[src/rtl/computer_pkg.sv]
// computer_pkg: shared loader state encoding and RAM geometry constants.
package computer_pkg;
  typedef enum logic [1:0] {IDLE, COLLECT, WRITE, DONE} state_t;
  localparam int RAM_ADDRESS_WIDTH = 10;
  localparam int WORD_BYTES = 4;
endpackage

[src/rtl/byte_word_packer.sv]
// byte_word_packer: assembles four pushed bytes little-endian into a 32-bit word.
module byte_word_packer (
  input  logic        clock,
  input  logic        reset,
  input  logic        i_clear,
  input  logic        i_push,
  input  logic [7:0]  i_byte,
  output logic [31:0] o_word,
  output logic        o_word_full
);
  logic [1:0]  r_count;
  logic [31:0] r_word;
  // o_word already contains the byte being pushed so a full word can be latched on the same edge
  always_comb begin
    o_word = r_word;
    o_word[{r_count, 3'b000} +: 8] = i_byte;
  end
  assign o_word_full = i_push && r_count == 2'd3;
  always_ff @(posedge clock) begin
    if (reset || i_clear) begin
      r_count <= '0;
      r_word  <= '0;
    end else if (i_push) begin
      r_count <= r_count + 2'd1;
      r_word  <= o_word;
    end
  end
endmodule

[src/rtl/data_memory_loader.sv]
// data_memory_loader: streams bytes into consecutive RAM words while holding the processor in reset.
module data_memory_loader
  import computer_pkg::*;
#(
  parameter int ADDRESS_WIDTH = RAM_ADDRESS_WIDTH,
  parameter int COUNT_WIDTH   = 9
) (
  input  logic                     clock,
  input  logic                     reset,
  input  logic                     start,
  input  logic [ADDRESS_WIDTH-1:0] base_address,
  input  logic [COUNT_WIDTH-1:0]   word_count,
  input  logic                     abort,
  input  logic [7:0]               byte_data,
  input  logic                     byte_valid,
  output logic                     byte_ready,
  output logic [ADDRESS_WIDTH-1:0] mem_write_address,
  output logic [31:0]              mem_write_data,
  output logic                     mem_write_enable,
  output logic                     processor_hold,
  output logic                     done
);
  state_t                   r_state;
  logic [ADDRESS_WIDTH-1:0] r_address;
  logic [COUNT_WIDTH-1:0]   r_remaining;
  logic                     w_push;
  logic                     w_full;
  logic [31:0]              w_word;
  assign w_push = byte_valid && byte_ready;
  byte_word_packer u_packer (
    .clock       (clock),
    .reset       (reset),
    .i_clear     (r_state != COLLECT),
    .i_push      (w_push),
    .i_byte      (byte_data),
    .o_word      (w_word),
    .o_word_full (w_full)
  );
  // write address/data are separate registers so they hold steady outside WRITE
  always_ff @(posedge clock) begin
    if (reset) begin
      r_state           <= IDLE;
      r_address         <= '0;
      r_remaining       <= '0;
      mem_write_address <= '0;
      mem_write_data    <= '0;
      mem_write_enable  <= 1'b0;
      byte_ready        <= 1'b0;
      processor_hold    <= 1'b0;
      done              <= 1'b0;
    end else begin
      case (r_state)
        COLLECT: begin
          if (abort) begin
            r_state        <= DONE;
            byte_ready     <= 1'b0;
            processor_hold <= 1'b0;
            done           <= 1'b1;
          end else if (w_full) begin
            r_state           <= WRITE;
            byte_ready        <= 1'b0;
            mem_write_enable  <= 1'b1;
            mem_write_data    <= w_word;
            mem_write_address <= r_address;
          end
        end
        WRITE: begin
          mem_write_enable <= 1'b0;
          r_address        <= r_address + ADDRESS_WIDTH'(WORD_BYTES);
          r_remaining      <= r_remaining - COUNT_WIDTH'(1);
          if (abort || r_remaining == COUNT_WIDTH'(1)) begin
            r_state        <= DONE;
            processor_hold <= 1'b0;
            done           <= 1'b1;
          end else begin
            r_state    <= COLLECT;
            byte_ready <= 1'b1;
          end
        end
        default: begin
          if (start) begin
            r_address      <= base_address & ~ADDRESS_WIDTH'(3);
            r_remaining    <= word_count;
            done           <= word_count == '0;
            processor_hold <= word_count != '0;
            byte_ready     <= word_count != '0;
            r_state        <= word_count == '0 ? DONE : COLLECT;
          end
        end
      endcase
    end
  end
endmodule

[config.mk]
export PLATFORM = sky130hd
export DESIGN_NAME = data_memory_loader
export DESIGN_NICKNAME = d
export VERILOG_FILES = /design/src/rtl/computer_pkg.sv /design/src/rtl/byte_word_packer.sv /design/src/rtl/data_memory_loader.sv
export SDC_FILE = /design/constraint.sdc
export NUM_CORES = 1
export LEC_CHECK = 0
export ABC_CLOCK_PERIOD_IN_PS = 2050
export CAP_MARGIN = 25
export CORE_UTILIZATION = 35
export DETAILED_ROUTE_END_ITERATION = 16
export GPL_TIMING_DRIVEN = 0
export SYNTH_ARGS = -nofsm -noshare
export SYNTH_HDL_FRONTEND = slang
export SYNTH_SLANG_ARGS = --single-unit
[constraint.sdc]
create_clock -name clock -period 2.05 [get_ports clock]
set_clock_uncertainty 0.1 [all_clocks]
set_input_delay 0.615 -clock clock [delete_from_list [all_inputs] [get_ports clock]]
set_output_delay 0.615 -clock clock [all_outputs]
set_load 0.01 [all_outputs]
After elaboration in Yosys (flattened, before gate mapping)
Cells that the tools add are included. W data, S select, Z words.

Word-level logic and storage cells: 71. Bits of input ports: 32. Output and inout bits: 46. Bits in registers: 101.

Bitwise gates (word level): 2. Multiplexer cells: 26. Add/subtract/negate cells: 4. Equality and inequality tests: 11. Shifts and indexed selects: 2. Reduce and logical (&&, ||, !) cells: 15.

Operators with widths (number): $bwmux W32 (1); $shift A8 B7 Y32 const A (1); $shiftx A8 B7 Y32 (1); $pmux W10 S2 (1); $pmux W9 S2 (1); $reduce_and A3 Y1 (4); $mux W1 (11); $add A10 B3 Y10 const B (1); $mux W10 (1); $mux W2 (5); $eq A9 B1 Y1 const B (1); $logic_not A9 Y1 (1); $mux W9 (1); $reduce_bool A9 Y1 (1); $sub A9 B1 Y9 const B (1); $ne A2 B2 Y1 const B (4); $pmux W1 S2 (4); $neg A5 Y7 (1); $eq A2 B2 Y1 const B (2); $ne A2 B1 Y1 const B (2); $pmux W2 S2 (1); $reduce_and A2 Y1 (2); $reduce_bool A2 Y1 (2); $ne A3 B2 Y1 const B (1); 6 further kinds (9).

Logic depth before layout (Yosys ltp)
Depth in word-level cells: 5. Depth in mapped cells: 9. Depth with buffers taken out: 6.

Hierarchy
Synthesis repeated with hierarchy kept, for this count alone.

Cell total of the unflattened synthesis: 569. Area, all modules: 4593.2 µm².

By module, submodules not included: data_memory_loader (cells an instance 355, area each 2797.7 µm², seq. area each 1261.2 µm², instances 1); byte_word_packer (cells an instance 214, area each 1795.5 µm², seq. area each 680.7 µm², instances 1).

Worst setup path after synthesis
OpenSTA, ideal clock, no wires.

Path kind: flip-flop to flip-flop. From: register u_packer.r_count[0]. To: register u_packer.r_word[24]. Stages on the path, launching flop included: 9. Path buffers: 2. Library setup time: 65 ps. Period minus slack after synthesis: 1968 ps. Arrival: 1804 ps. Setup slack: 82 ps. Data required time: 1885 ps. Path through: dfxtp_1 -> inv_1 -> ha_1 -> nor4bb_1 -> clkbuf_1 -> and2_1 -> buf_2 -> a22oi_1 -> nor2_1.

Cells in the longest elaborated chain, start to end: 3. Elaborated cells on any way between the ends: 4. Those cells by class: add/sub: 1; shift: 2; mux: 1.

Ends and longest elaborated chain: from (decl) (RTL line byte_word_packer.sv:11) `logic [1:0] r_count;`; from (signal assigned) (RTL line byte_word_packer.sv:24) `r_count <= r_count + 2'd1;`; $neg A5 Y7 (*) (RTL line byte_word_packer.sv:16) `o_word[{r_count, 3'b000} +: 8] = i_byte;`; $shiftx A8 B7 Y32 / $shift A8 B7 Y32 (equally long branches) (RTL line byte_word_packer.sv:16); $bwmux W32 (*) (RTL line byte_word_packer.sv:16); to (signal assigned) (RTL line byte_word_packer.sv:25) `r_word <= o_word;`; to (decl) (RTL line byte_word_packer.sv:12) `logic [31:0] r_word;`.

Mark *: on every way between the ends. The rest lies on a longest branch, timed or not. A chain may end at the register's enable or synchronous reset.

Worst setup path in the final report
From: register mem_write_data[16]. To: output mem_write_data[16].

RTL lines: from (decl) (RTL line data_memory_loader.sv:18) `output logic [31:0] mem_write_data,`; from (signal assigned) (RTL line data_memory_loader.sv:63) `mem_write_data <= w_word;`.

No word-level cell between the ends.

==> run metrics <==
residual DRC count 0; Core Area roughly 12000 sq um; RSZ-0062 raised after global routing no; Max VDD drop 0.398 mV; Rel. slew slack around three fifths; Final Cycle Share 97.3%; largest net degree at the start of global routing 15; CTS clk-pin slew, worst paths 0.07 ns; CP delay by family, top buffers and inverters; DR vias slightly above 4000; R2R depth 7; pre-CTS setup slack -0.669 ns; f_max 501 MHz; final instance area 5720 sq um; Total Power between 4 and 5 mW; Die X approximately 110 um; RR Startpoint r_state[1]; Post-DP HPWL ~8800 um; pwr dens approximately 800 nW/um^2; clock latency at the later pin of the worst-skew pair 0.35 ns; Setup CP Type register to primary output; sequential fraction of the synthesis area about 45%; GRT overflow 0; Netlist Area Pre-Place around 4300 sq um; CP Buf/Inv Count 1; Hold Path Origin mem_write_address[7]; Antenna Cells 0; worst setup margin about 0.055 ns; number of global-route vias before repair slightly above 4000; via density per instance roughly 5.5; Max-Cap Viols 0; R2R Path End byte_ready; htree depth 3; largest cells by area after synthesis dfxtp_1 45%, a211oi_1 9.2%, nor2_1 7.2%; hold-fix buffers at CTS 0; Post-Layout Cell Count between 700 and 800; hold depth 2; most common cell in the synthesized netlist dfxtp_1; Initial DRT Pass Iterations 7; drt wl/cell ~17 um; Site Rows 40; full die area approximately 13000 sq um; leakage around 2 nW; yosys synthesis warning count 0; CTS tree done; number of synthesized flops with an enable pin 0; port bufs a little over 70; Worst Path Arrival around 1.3 ns; Root Driver clkbuf_16; Distinct cells, synth 53; Setup TNS 0 ns; CTS sink cnt 96; ANT nets after route 0; asr flop ratio synth 0%; Worst setup EP type primary output; routability congestion estimate 0.904; Post-Place Cells around 730; Main synth FF type dfxtp_1; fraction of layout cells with a size suffix above 1 approximately 13%; actual slew at the worst max-slew pin between 0.6 and 0.7 ns; crit-path cells clkdlybuf4s50_1; cell taking the most area after synthesis dfxtp_1; Max Fanout on Critical Path 2; critical path depth 1; status completed; Worst Path Required 1.33 ns; Worst Hold End mem_write_address[7]; first-pass GRT wire length around 20000 um; Layout Nets approximately 640; post-route minimum period roughly 2 ns; crit path from mem_write_data[16]; Area Overhead vs Synth 32.7%; 1st-iter DRT viols between 300 and 400; Clock Tree Buf Depth 2; critical path's slowest cell clkdlybuf4s50_1; Pins Over Slew Limit 0; Tot GR Track Use 20.5%; flop2flop setup slack roughly 0.08 ns; Avg Synthesized Cell Area 8.40 sq um; IO Pins 78; die height around 110 um; top cell type's share of synthesized area between 40 and 50%; final setup vio count 0; final wirelength ~13000 um; Starting Density 35.9%; Worst path max stage delay around 0.59 ns; CTS buffer count 9; Post-Syn Instances 513; placed inst area around 5200 sq um; FF+latch count, synth 96; Tightest Hold Check Type register to register; initial antenna violation count 0; Final Hold Vio Count 0; top cells by instance count after synthesis 96 x dfxtp_1, 83 x nor2_1, 53 x a211oi_1, 45 x a21oi_1, 32 x nand2_1; type of origin of the critical path register
layout by cell type (no fill, tap or decap), types with 12 or more instances in the layout:
| cell | count |
|---|---|
| nor3_1 | 15 |
| o21ai_0 | 12 |
| a211oi_1 | 51 |
| nor2b_1 | 27 |
| clkdlybuf4s50_1 | 69 |
| a22oi_1 | 12 |
| nor2_1 | 83 |
| clkbuf_1 | 12 |
| a21oi_1 | 44 |
| nand2_1 | 32 |
| dfxtp_1 | 93 |
flip-flops by register name, summed over array words and instances (netlist names):
signal	cells
processor_hold	1
r_remaining	9
mem_write_enable	1
u_packer.r_count	2
done	1
byte_ready	1
mem_write_data	32
r_state	2
r_address	8
u_packer.r_word	31
mem_write_address	8
cell families after synthesis:
group	synth area share [%]
xor+xnor	0.203
compound gates	25.4
other cells	0.0870
mux	0.726
buf+inv	5.26
simple gates	20.8
fa+ha+maj	2.90
flops	44.6
report_power, final:
part           total (mW)  internal (mW)  switching (mW)  leakage, nW
clock network        1.57          0.878           0.694        0.134
registers            2.05           1.96          0.0920        0.779
logic               0.907          0.385           0.522         1.06
total                4.53           3.22            1.31         1.97
per-layer routing:
metal	track usage [%]	routed length (um)	vias to the layer above	part of all wire [%]
met5	0	0	-	0
met4	9.47	332	0	2.6
met3	4.18	751	20	6.0
met2	31.6	5590	142	45
met1	27.6	5870	1948	47
li1	-	-	2035	-
area by class of cell:
class | count | area, sq um
Clock inverter | 3 | 17.5
Tap cell | 147 | 184
Sequential cell | 96 | 1930
Fill cell | 1187 | 6290
Multi-Input combinational cell | 366 | 2280
Buffer | 38 | 235
Timing Repair Buffer | 78 | 769
Inverter | 13 | 48.8
Clock buffer | 12 | 256
per-stage QoR:
step,hold WS (ns),util [%]
floorplan,0.338,-
global placement,0.344,43.4
detailed placement,0.345,43.4
CTS,0.354,46.4
global route,0.378,47.6
finish,0.352,47.6
timing repair:
action,4_1_cts,5_1_grt
setup buffers,1,5
pin swaps,0,4
hold endpoints to repair,0,0
endpoints found under the setup margin,74,85
gates resized for setup,28,40
worst max path at each step:
stage | to | slack (ns)
floorplan | u_packer.r_word[24] | 0.08
global placement | mem_write_data[31] | -0.69
detailed placement | mem_write_data[31] | -0.67
CTS | mem_write_data[12] | -0.006
global route | u_packer.r_word[17] | 0.002
finish | mem_write_data[16] | 0.05
Note: power is estimated with default switching activity, not from simulation.
